[config.mk]
export PLATFORM = sky130hd
export DESIGN_NAME = target_port
export DESIGN_NICKNAME = d
export VERILOG_FILES = /design/src/rtl/target_port.sv
export SDC_FILE = /design/constraint.sdc
export NUM_CORES = 1
export LEC_CHECK = 0
export CAP_MARGIN = 20
export CORE_UTILIZATION = 33
export DETAILED_ROUTE_END_ITERATION = 8
export PLACE_DENSITY = 0.58
export SETUP_SLACK_MARGIN = 0.4
export SLEW_MARGIN = 40
export SYNTH_ARGS = -nofsm -noshare
export SYNTH_HDL_FRONTEND = slang
export SYNTH_SLANG_ARGS = --single-unit
[constraint.sdc]
create_clock -name clk -period 6.75 [get_ports clk]
set_clock_uncertainty 0.2 [all_clocks]
set_input_delay 1.35 -clock clk [delete_from_list [all_inputs] [get_ports clk]]
set_output_delay 1.35 -clock clk [all_outputs]
set_load 0.005 [all_outputs]
[src/rtl/target_port.sv]
// target_port: slave side of the 1-bit serial bus.
// Receives a serial address (and write data), issues one memory request per
// transfer, serializes read data back to the initiator and pulses s_ack.
// Optional address decode is enabled by defining TARGET_ADDR_DECODE_EN.
module target_port #(
    parameter int                ADDR_W     = 16,
    parameter int                DATA_W     = 8,
    parameter int                MEM_ADDR_W = 12,
    parameter logic [ADDR_W-1:0] BASE_ADDR  = '0
) (
    input  logic                  clk,
    input  logic                  rst_n,
    input  logic                  bus_data_in,
    input  logic                  bus_data_in_valid,
    input  logic                  bus_mode,
    input  logic                  bus_m_rw,
    input  logic                  bus_m_ready,
    output logic                  bus_data_out,
    output logic                  bus_data_out_valid,
    output logic                  s_ack,
    output logic                  busy,
    output logic                  mem_req,
    output logic                  mem_we,
    output logic [MEM_ADDR_W-1:0] mem_addr,
    output logic [DATA_W-1:0]     mem_wdata,
    input  logic                  mem_gnt,
    input  logic                  mem_rvalid,
    input  logic [DATA_W-1:0]     mem_rdata
);

    localparam int ACW   = $clog2(ADDR_W);
    localparam int DCW   = $clog2(DATA_W);
    localparam int CNT_W = (ACW > DCW) ? ACW : DCW;

    typedef enum logic [3:0] {
        IDLE, ADDR, DATA, MEM_WR, MEM_RD, RD_WAIT, WAIT_RDY, TX, ACK
    } state_t;

    state_t                state_q, state_d;
    logic [CNT_W-1:0]      cnt_q, cnt_d;
    logic [ADDR_W-1:0]     addr_q, addr_d;
    logic [DATA_W-1:0]     wdata_q, wdata_d;
    logic [DATA_W-1:0]     rdata_q, rdata_d;
    logic [MEM_ADDR_W-1:0] mem_addr_q, mem_addr_d;
    logic                  rw_q, rw_d;
    logic                  miss_q, miss_d;
    logic                  miss_now;

    // State and datapath registers, cleared by synchronous reset
    always_ff @(posedge clk) begin
        if (!rst_n) begin
            state_q    <= IDLE;
            cnt_q      <= '0;
            addr_q     <= '0;
            wdata_q    <= '0;
            rdata_q    <= '0;
            mem_addr_q <= '0;
            rw_q       <= 1'b0;
            miss_q     <= 1'b0;
        end else begin
            state_q    <= state_d;
            cnt_q      <= cnt_d;
            addr_q     <= addr_d;
            wdata_q    <= wdata_d;
            rdata_q    <= rdata_d;
            mem_addr_q <= mem_addr_d;
            rw_q       <= rw_d;
            miss_q     <= miss_d;
        end
    end

    // Next-state logic: serial capture, memory handshake and read serialization
    always_comb begin
        state_d    = state_q;
        cnt_d      = cnt_q;
        addr_d     = addr_q;
        wdata_d    = wdata_q;
        rdata_d    = rdata_q;
        mem_addr_d = mem_addr_q;
        rw_d       = rw_q;
        miss_d     = miss_q;
        miss_now   = 1'b0;

        unique case (state_q)
            IDLE: begin
                if (bus_data_in_valid && !bus_mode) begin
                    addr_d[0] = bus_data_in;
                    cnt_d     = CNT_W'(1);
                    miss_d    = 1'b0;
                    state_d   = ADDR;
                end
            end
            ADDR: begin
                if (bus_data_in_valid) begin
                    addr_d[cnt_q[ACW-1:0]] = bus_data_in;
                    if (cnt_q == CNT_W'(ADDR_W - 1)) begin
`ifdef TARGET_ADDR_DECODE_EN
                        miss_now = (addr_d[ADDR_W-1:MEM_ADDR_W] !=
                                    BASE_ADDR[ADDR_W-1:MEM_ADDR_W]);
`else
                        miss_now = 1'b0;
`endif
                        rw_d   = bus_m_rw;
                        cnt_d  = '0;
                        miss_d = miss_now;
                        if (bus_m_rw) begin
                            state_d = DATA;
                        end else if (miss_now) begin
                            state_d = IDLE;
                        end else begin
                            mem_addr_d = addr_d[MEM_ADDR_W-1:0];
                            state_d    = MEM_RD;
                        end
                    end else begin
                        cnt_d = cnt_q + CNT_W'(1);
                    end
                end
            end
            DATA: begin
                if (bus_data_in_valid) begin
                    if (!bus_mode) begin
                        addr_d[0] = bus_data_in;
                        cnt_d     = CNT_W'(1);
                        miss_d    = 1'b0;
                        state_d   = ADDR;
                    end else begin
                        wdata_d[cnt_q[DCW-1:0]] = bus_data_in;
                        if (cnt_q == CNT_W'(DATA_W - 1)) begin
                            cnt_d = '0;
                            if (miss_q) begin
                                state_d = IDLE;
                            end else begin
                                mem_addr_d = addr_q[MEM_ADDR_W-1:0];
                                state_d    = MEM_WR;
                            end
                        end else begin
                            cnt_d = cnt_q + CNT_W'(1);
                        end
                    end
                end
            end
            MEM_WR: begin
                if (mem_gnt) state_d = ACK;
            end
            MEM_RD: begin
                if (mem_gnt) state_d = RD_WAIT;
            end
            RD_WAIT: begin
                if (mem_rvalid) begin
                    rdata_d = mem_rdata;
                    cnt_d   = '0;
                    state_d = bus_m_ready ? TX : WAIT_RDY;
                end
            end
            WAIT_RDY: begin
                if (bus_m_ready) begin
                    cnt_d   = '0;
                    state_d = TX;
                end
            end
            TX: begin
                if (cnt_q == CNT_W'(DATA_W - 1)) begin
                    cnt_d   = '0;
                    state_d = ACK;
                end else begin
                    cnt_d = cnt_q + CNT_W'(1);
                end
            end
            ACK: begin
                state_d = IDLE;
            end
            default: begin
                state_d = IDLE;
                cnt_d   = '0;
            end
        endcase
    end

    // Outputs decoded from the registered state so they are all zero after reset
    always_comb begin
        busy               = (state_q != IDLE);
        s_ack              = (state_q == ACK);
        mem_req            = (state_q == MEM_WR) || (state_q == MEM_RD);
        mem_we             = mem_req && rw_q;
        mem_addr           = mem_req ? mem_addr_q : '0;
        mem_wdata          = (state_q == MEM_WR) ? wdata_q : '0;
        bus_data_out_valid = (state_q == TX);
        bus_data_out       = (state_q == TX) ? rdata_q[cnt_q[DCW-1:0]] : 1'b0;
    end

`ifndef TARGET_ADDR_DECODE_EN
    // Upper address bits and the decode base only matter when decoding is on
    logic unused_decode;
    assign unused_decode = ^{addr_q[ADDR_W-1:MEM_ADDR_W], BASE_ADDR};
`endif

endmodule
### Word level (Yosys, flattened, before mapping)

Index checks and enable logic that the tools add are counted.

* bits in registers: 54
* bits in read-only memories: 0
* bits in latches: 0
* output and inout port bits: 26
* memories kept: 0
* memory bits (writable): 0
* bits of input ports: 17
* word-level logic and storage cells: 113

* add/subtract/negate cells: 1
* multiply operators: 0
* div/mod/pow operators: 0
* reduce and logical (&&, ||, !) cells: 20
* $lt $le $gt $ge: 4
* shift operators: 0
* equal/unequal tests: 25
* bitwise gates (word level): 1
* muxes and demuxes: 53

Operators by type and width (count)
* two-way mux 12 bit: 8
* two-way mux 4 bit: 18
* case mux 4 bit (8 select lines): 1
* case mux 4 bit (7 select lines): 1
* != test 2 bit (second input constant): 13
* case mux 12 bit (2 select lines): 1
* == test 4 x 3 -> 1 bit (second input constant): 5
* bitwise mux 16 bit: 1
* two-way mux 1 bit: 14
* AND reduction 6 bit: 2
* AND reduction 10 bit: 1
* bitwise mux 8 bit: 1
* == test 4 x 2 -> 1 bit (second input constant): 2
* == test 4 bit (second input constant): 2
* two-way mux 8 bit: 1
* AND reduction 8 bit: 1
* case mux 1 bit (3 select lines): 2
* AND reduction 3 bit: 2
* less-than comparator 4 x 5 -> 1 bit (second input constant): 1
* AND reduction 5 bit: 1
* adder 4 x 1 -> 4 bit (second input constant): 1
* demux 1 bit (select 4 bit): 1
* == test 4 x 1 -> 1 bit (second input constant): 1
* >= comparator 4 x 1 -> 1 bit (second input constant): 1
* other kinds (18): 22

### Longest topological paths before layout

Gate-level depths: netlist (run 1).

* word-level depth: 9
* depth in mapped cells: 9
* gate-level depth less buffers: 6

### Least setup slack after synthesis (run 1)

Ideal clock, no wire load.

* path type: reg-to-output
* start point: register state_q[2]
* end point: output port mem_addr[0]
* stages on the path, launching flop included: 8
* data required time: 5200 ps
* setup slack: 3619 ps
* arrival: 1581 ps
* buffers on the path: 3
* path through: dfxtp_1 > buf_2 > clkbuf_1 > nor3b_1 > a21oi_1 > nor2_1 > clkbuf_1 > and2_1

* word-level cells in the longest chain between the ends: 3
* elaborated cells on any way between the ends: 4
* classes of those cells: eq/ne (2); mux (1); reduce/logical (1)

Ends and longest elaborated chain
* from (decl): line 39 `state_t state_q, state_d;`
* from (signal assigned): line 61 `state_q <= state_d;`
* == test 4 x 2 -> 1 bit or == test 4 x 3 -> 1 bit (tied branches): line 183 `mem_req = (state_q == MEM_WR) || (state_q == MEM_RD);`
* logical OR 1 bit *: line 183
* named net mem_req: line 22 `output logic mem_req,`
* two-way mux 12 bit *: line 185 `mem_addr = mem_req ? mem_addr_q : '0;`
* to (decl): line 24 `output logic [MEM_ADDR_W-1:0] mem_addr,`

Mark *: on every way through the listed nets, which the timed path passes. The rest lies on a longest branch.

### Worst setup path after layout (run 1)

* start point: register state_q[2]
* end point: output port mem_addr[8]

* word-level cells in the longest chain between the ends: 3
* elaborated cells on any way between the ends: 4
* classes of those cells: eq/ne (2); mux (1); reduce/logical (1)

Ends and longest elaborated chain (line)
* == test 4 x 2 -> 1 bit or == test 4 x 3 -> 1 bit (tied branches): 183
* logical OR 1 bit *: 183
* two-way mux 12 bit *: 185

Every way passes the cells marked *; elsewhere a longest branch is shown, timed or not.

==> summary.md, run 1 <==
| Metric | Value |
|---|---|
| Clk Latency, worst-skew pair | 0.30 ns |
| CP Class | flip-flop to output port |
| CP Buf/Inv Count | 1 |
| CTS H-Tree Depth | 2 |
| RSZ-0062 raised after global routing | false |
| Fin util | 0.404 |
| Core area | 8220 µm² |
| Avg Inst Size Synth | 8.22 µm² |
| Residual DRC | 0 |
| Detailed-route via count | 2480 |
| Crit path DAT | 2.64 ns |
| Leakage | 0.00127 µW |
| Num Clock Sinks | between 40 and 50 |
| Post-DR vias/cell | 5.31 |
| Initial core utilization | 0.340 |
| 1st-pass router iterations | 4 |
| Crit-path cells | nor3b_1, a21oi_1, nor2_1, and2_1, clkdlybuf4s50_1 |
| Crit path launch type | flip-flop |
| Number of DRC markers in iteration 0 | 196 |
| Flop2flop setup slack | 3.87 ns |
| Area added between synthesis and finish | 18.6% |
| CTS Root Buffer Type | clkbuf_8 |
| Fin crit period | 4.19 ns |
| Post-synthesis cell type count | 52 |
| Count leader, synth | dfxtp_1 |
| Cells on worst reg2reg path | 6 |
| Cts hold-fix bufs | 0 |
| Ys flop type | dfxtp_1 |
| Pin count of the biggest net entering global routing | 46 |
| Class of the worst hold path | flip-flop to flip-flop |
| Status | finished clean |
| Number of synthesized flops with an enable pin | 0 |
| DIE AREA | 8850 µm² |
| Rel. slew slack | 0.471 |
| Setup TNS | 0 ns |
| Resize count post-CTS | 0 |
| YS warnings | 0 |
| Critical Path Sink Type | output port |
| CP top delay family | simple AND/OR/NAND/NOR gates |
| Layout net count | 382 |
| Max Clock Freq | 239 MHz |
| R2R Path End | mem_addr_q[7] |
| PwrDens | 210 nW/µm² |
| Vias in the first global route | between 2000 and 2500 |
| Clock transition at path regs | ~0.10 ns |
| Critical Path Fanout Max | 21 |
| Die width | roughly 94 µm |
| Worst reg2reg startpoint | cnt_q[0] |
| Total track usage | 0.153 |
| Rows | 33 |
| Setup-failing EPs final | 0 |
| Slew @ Worst Pin | 0.782 ns |
| Fin. Hold Viols | 0 |
| Final WL | 6.51 mm |
| Synth Register Bits | 49 |
| Worst vdd ir | 88.6 µV |
| Hold Startpoint | addr_q[11] |
| Initial antenna violation count | 0 |
| MaxCap Viol Count | 0 |
| Hold depth | 2 |
| Cell Area, Synth | between 2000 and 3000 µm² |
| Slowest-stage cell, CP | dfxtp_1 |
| Register area share after synthesis | 0.351 |
| I/O Pins | 43 |
| Gp weighted congestion | 0.837 |
| Post-synth top area cell | dfxtp_1 |
| Avg WL per Cell | around 14 µm |
| Number of buffers created by CTS | 5 |
| Post-CTS setup buffer count | 0 |
| Port bufs | 42 |
| Number of diodes | 0 |
| ANT nets after route | 0 |
| Area share of the largest cell type after synthesis | 0.351 |
| Global-route wire length before repair | ~11 mm |
| WP data required | between 5 and 6 ns |
| Synth cell count leaders | dfxtp_1 (49), nor2_1 (48), mux2i_1 (40) |
| Share of cells above drive strength 1 | 0.0663 |
| Dpl hpwl | 4.39 mm |
| CTS tree | built |
| Async SR Flop Fraction | 0 |
| Slowest stage delay, CP | 0.74 ns |
| Period utilisation layout | 0.621 |
| CTS max path bufs | 2 |
| Total gr overflow | 0 |
| Top cells by area, synth | dfxtp_1 (35%), mux2i_1 (14%), nor2_1 (6.4%) |
| Gate Count Post-Synth | 340 |
| Die height | 94.1 µm |
| Slew Limit Fails | 0 |
| Hold Path Sink | addr_q[11] |
| Synth Net Count | about 360 |
## through the flow
stage	cells	setup slack, ns	power (µW)	area, µm²	hold slack, ns
2_1_floorplan	340	3.62	467	2800	0.236
3_3_place_gp	459	2.97	516	3220	0.242
3_5_place_dp	459	2.83	519	3230	0.248
4_1_cts	467	2.49	701	3320	0.262
5_1_grt	467	2.21	733	3320	0.282
6_report	467	2.56	698	3320	0.259
## state kept, by name (all words and copies together), names as in the netlist
signal,flops
mem_addr_q,12
addr_q,12
wdata_q,8
rdata_q,8
cnt_q,4
rw_q,1
state_q,4
## final cells by class
| type | instances | area, µm² |
|---|---|---|
| well taps | 105 | 131 |
| clock inverters | 3 | 21.3 |
| clock buffers | 5 | 68.8 |
| multi-input cells | 256 | 1670 |
| repair buffers | 43 | 423 |
| fillers | 858 | 4900 |
| inverters | 6 | 23.8 |
| flip-flops and latches | 49 | 981 |
## worst min-delay path, stage by stage (launching register included)
cell     delay, ns
dfxtp_1       0.32
nand2_1       0.05
a21oi_1       0.05
## cells in the final DEF, fill, tap and decap left out, types with 3 or more instances in the layout
cell type | netlist | final
mux2i_1 | 40 | 40
nand2b_1 | 3 | 3
and2_1 | 22 | 22
clkdlybuf4s50_1 | 0 | 41
ha_1 | 4 | 4
a211oi_1 | 11 | 11
and3_1 | 4 | 4
nand4_1 | 3 | 3
dfxtp_1 | 49 | 49
o21ai_0 | 6 | 6
clkbuf_8 | 0 | 5
or3b_2 | 4 | 4
nor2_1 | 48 | 48
nand3_1 | 27 | 27
a21oi_1 | 9 | 9
inv_1 | 5 | 5
nor4b_1 | 4 | 4
nor2b_1 | 5 | 5
nand2_1 | 26 | 26
## cell families (layout without fill, tap and decap cells)
group / after synthesis / in the layout / share of synthesized area
and+or+nand+nor: 163 / 163 / 0.308
AOI/OAI and AO/OA: 49 / 49 / 0.124
DFF: 49 / 49 / 0.351
muxes: 40 / 40 / 0.143
buffers and inverters: 35 / 57 / 0.0555
adders and majority gates: 4 / 4 / 0.0179
## power breakdown
part           total, µW  internal, µW  switching [µW]
Combinational        182          78.1             104
Sequential           333           298            34.8
Clock                183          73.9             109
Total                698           450             248
## how the worst max path moves through the flow
stage                     slack [ns]        from  cells past startpoint     endpoint
final                           2.56  state_q[2]                      5  mem_addr[8]
after CTS                       2.49  state_q[2]                      5  mem_addr[8]
after global placement          2.97  state_q[2]                      5  mem_addr[6]
after global routing            2.21  state_q[2]                      5  mem_addr[0]
after detailed placement        2.83  state_q[2]                      5  mem_addr[8]
after floorplan                 3.62  state_q[2]                      7  mem_addr[0]
## metal layers
layer	part of all wire	up-vias	global-route usage	wire [µm]
li1	-	1243	-	-
met1	0.49	1172	0.205	3200
met2	0.46	61	0.253	3010
met3	0.039	4	0.0299	253
met4	0.0072	0	0.0346	47
met5	0	-	0	0
Power figures use the tool's default switching activity.
==> run 2, diff against run 1 <==
--- a/config.mk
+++ b/config.mk
@@ -8,7 +8,7 @@
 export CAP_MARGIN = 20
 export CORE_UTILIZATION = 33
 export DETAILED_ROUTE_END_ITERATION = 8
-export PLACE_DENSITY = 0.58
+export PLACE_DENSITY = 0.6
 export SETUP_SLACK_MARGIN = 0.4
 export SLEW_MARGIN = 40
 export SYNTH_ARGS = -nofsm -noshare
==> constraint.sdc (replaced) <==
create_clock -name clk -period 3.5 [get_ports clk]
set_clock_uncertainty 0.2 [all_clocks]
set_input_delay 0.7 -clock clk [delete_from_list [all_inputs] [get_ports clk]]
set_output_delay 0.7 -clock clk [all_outputs]
set_load 0.005 [all_outputs]
==> summary.md, run 2 (synthesized netlist as in run 1, its figures left out) <==
| Metric | Value |
|---|---|
| Num Clock Sinks | 49 (unchanged) |
| CTS H-Tree Depth | 2 (unchanged) |
| Most common cell after layout, fill and taps aside | nor2_1 (was dfxtp_1) |
| Setup TNS | 0 ns (unchanged) |
| Placed Area | 3280 µm² (was 3230 µm²) |
| Rel. slew slack | 0.489 (was 0.471) |
| Fin crit period | between 2 and 3 ns |
| Slowest-stage cell, CP | clkdlybuf4s50_1 (was dfxtp_1) |
| Fillers | 838 (was 858) |
| Die width | 94.1 µm (unchanged) |
| Cts hold-fix bufs | 0 (unchanged) |
| Placed cell count | 466 (was 459) |
| 1st-pass router iterations | 4 (unchanged) |
| Slew @ Worst Pin | 0.765 ns (was 0.782 ns) |
| CTS max path bufs | 2 (unchanged) |
| Period utilisation layout | 0.848 |
| Clk Latency, worst-skew pair | 0.30 ns (about the same) |
| Global-route wire length before repair | 11.1 mm (was 10.8 mm) |
| Cell repeated most along the worst path | buf_4 |
| Crit path launch type | flip-flop (unchanged) |
| Leakage | 0.00132 µW (was 0.00127 µW) |
| Initial antenna violation count | 0 (unchanged) |
| Clock transition at path regs | 0.09 ns (was 0.10 ns) |
| WP data required | 2.60 ns (was 5.20 ns) |
| Avg WL per Cell | 13.9 µm (about the same) |
| Resize count post-CTS | 2 (was 0) |
| Port bufs | 42 (unchanged) |
| Worst reg2reg startpoint | state_q[2] (was cnt_q[0]) |
| Setup-failing EPs final | 0 (unchanged) |
| Most frequent cells in the layout | nor2_1 (47), dfxtp_1 (45), clkdlybuf4s50_1 (42) (was dfxtp_1 (49), nor2_1 (48), clkdlybuf4s50_1 (41)) |
| Critical Path Fanout Max | 13 (was 21) |
| ANT nets after route | 0 (unchanged) |
| Slowest stage delay, CP | 0.50 ns (was 0.74 ns) |
| Fin. Hold Viols | 0 (unchanged) |
| Crit-path cells | buf_4, nor4bb_1, buf_4, and2_1, clkdlybuf4s50_1 (was nor3b_1, a21oi_1, nor2_1, and2_1, clkdlybuf4s50_1) |
| Number of DRC markers in iteration 0 | 181 (was 196) |
| Initial core utilization | 0.340 (unchanged) |
| Status | finished clean (unchanged) |
| Area added between synthesis and finish | 21.1% (was 18.6%) |
| Rows | 33 (unchanged) |
| Power Total | 1350 µW (was 698 µW) |
| Critical Path Sink Type | output port (unchanged) |
| Pin count of the biggest net entering global routing | 32 (was 46) |
| Worst vdd ir | 178 µV (was 88.6 µV) |
| Gp weighted congestion | 0.794 (was 0.837) |
| Hold Startpoint | addr_q[8] (was addr_q[11]) |
| Die height | 94.1 µm (unchanged) |
| Slew Limit Fails | 0 (unchanged) |
| Final Cell Area | 3390 µm² (was 3320 µm²) |
| Max Clock Freq | 337 MHz |
| CTS Root Buffer Type | clkbuf_8 (unchanged) |
| Post-CTS setup buffer count | 0 (unchanged) |
| PwrDens | 398 nW/µm² (was 210 nW/µm²) |
| Detailed-route via count | 2458 (was 2480) |
| Final WL | 6.57 mm (was 6.51 mm) |
| Vias in the first global route | 2189 (was 2246) |
| MaxCap Viol Count | 0 (unchanged) |
| Total gr overflow | 0 (unchanged) |
| I/O Pins | 43 (unchanged) |
| Class of the worst hold path | flip-flop to flip-flop (unchanged) |
| DIE AREA | 8850 µm² (unchanged) |
| CP Class | flip-flop to output port (unchanged) |
| Post-DR vias/cell | 5.19 (was 5.31) |
| Share of cells above drive strength 1 | 0.100 (was 0.0663) |
| CTS tree | built (unchanged) |
| Dpl hpwl | 4.55 mm (was 4.39 mm) |
| RSZ-0062 raised after global routing | true (was false) |
| Crit path DAT | 2.07 ns (was 2.64 ns) |
| Core area | 8220 µm² (unchanged) |
| Layout net count | 389 (was 382) |
| Worst Setup SP | state_q[2] (unchanged) |
| Post-Layout Cell Count | 474 (was 467) |
| Number of buffers created by CTS | 5 (unchanged) |
| Residual DRC | 0 (unchanged) |
| Total track usage | 0.158 (was 0.153) |
| Number of diodes | 0 (unchanged) |
| Largest regs | addr_q: 12 flops, mem_addr_q: 12 flops (unchanged) |
[run 2: through the flow]
step                hold slack (ns)  setup slack, ns  utilization
floorplan                     0.236             1.02            -
global placement              0.243            0.576        0.399
detailed placement            0.247            0.560        0.399
CTS                           0.260            0.410        0.409
global route                  0.279            0.398        0.412
finish                        0.260            0.533        0.412
[run 2: final timing paths]
check                       to  slack (ns)  cells past startpoint
hold reg to reg      addr_q[8]        0.26                      2
setup / recovery  mem_wdata[6]        0.53                      5
hold / removal       addr_q[8]        0.26                      2
setup reg to reg      cnt_q[2]        0.92                      7
[run 2: critical path, delay by kind of cell (launching register included)]
kind,cells,cell delay (ns)
flip-flops,1,0.40
buffers and inverters,3,0.93
AND/OR/NAND/NOR,2,0.42
[run 2: layer usage]
layer	wire (µm)	global-route usage	vias to the layer above	part of all wire
met5	0	0	-	0
li1	-	-	1254	-
met2	2910	0.237	54	0.44
met1	3350	0.236	1146	0.51
met3	245	0.0235	4	0.037
met4	58	0.0346	0	0.0088
[run 2: power by group]
| part | switching, µW | leakage [µW] | internal (µW) | total (µW) |
|---|---|---|---|---|
| Sequential | 56.8 | 0.000397 | 578 | 635 |
| Clock | 196 | 0.0000439 | 138 | 334 |
| Combinational | 213 | 0.000876 | 165 | 379 |
[run 2: final cells by class]
type	count	area, µm²	area share
clock buffers	5	68.8	0.0203
clock inverters	3	17.5	0.00517
inverters	6	22.5	0.00665
multi-input cells	256	1680	0.495
repair buffers	50	480	0.142
flip-flops and latches	49	988	0.292
well taps	105	131	0.0388
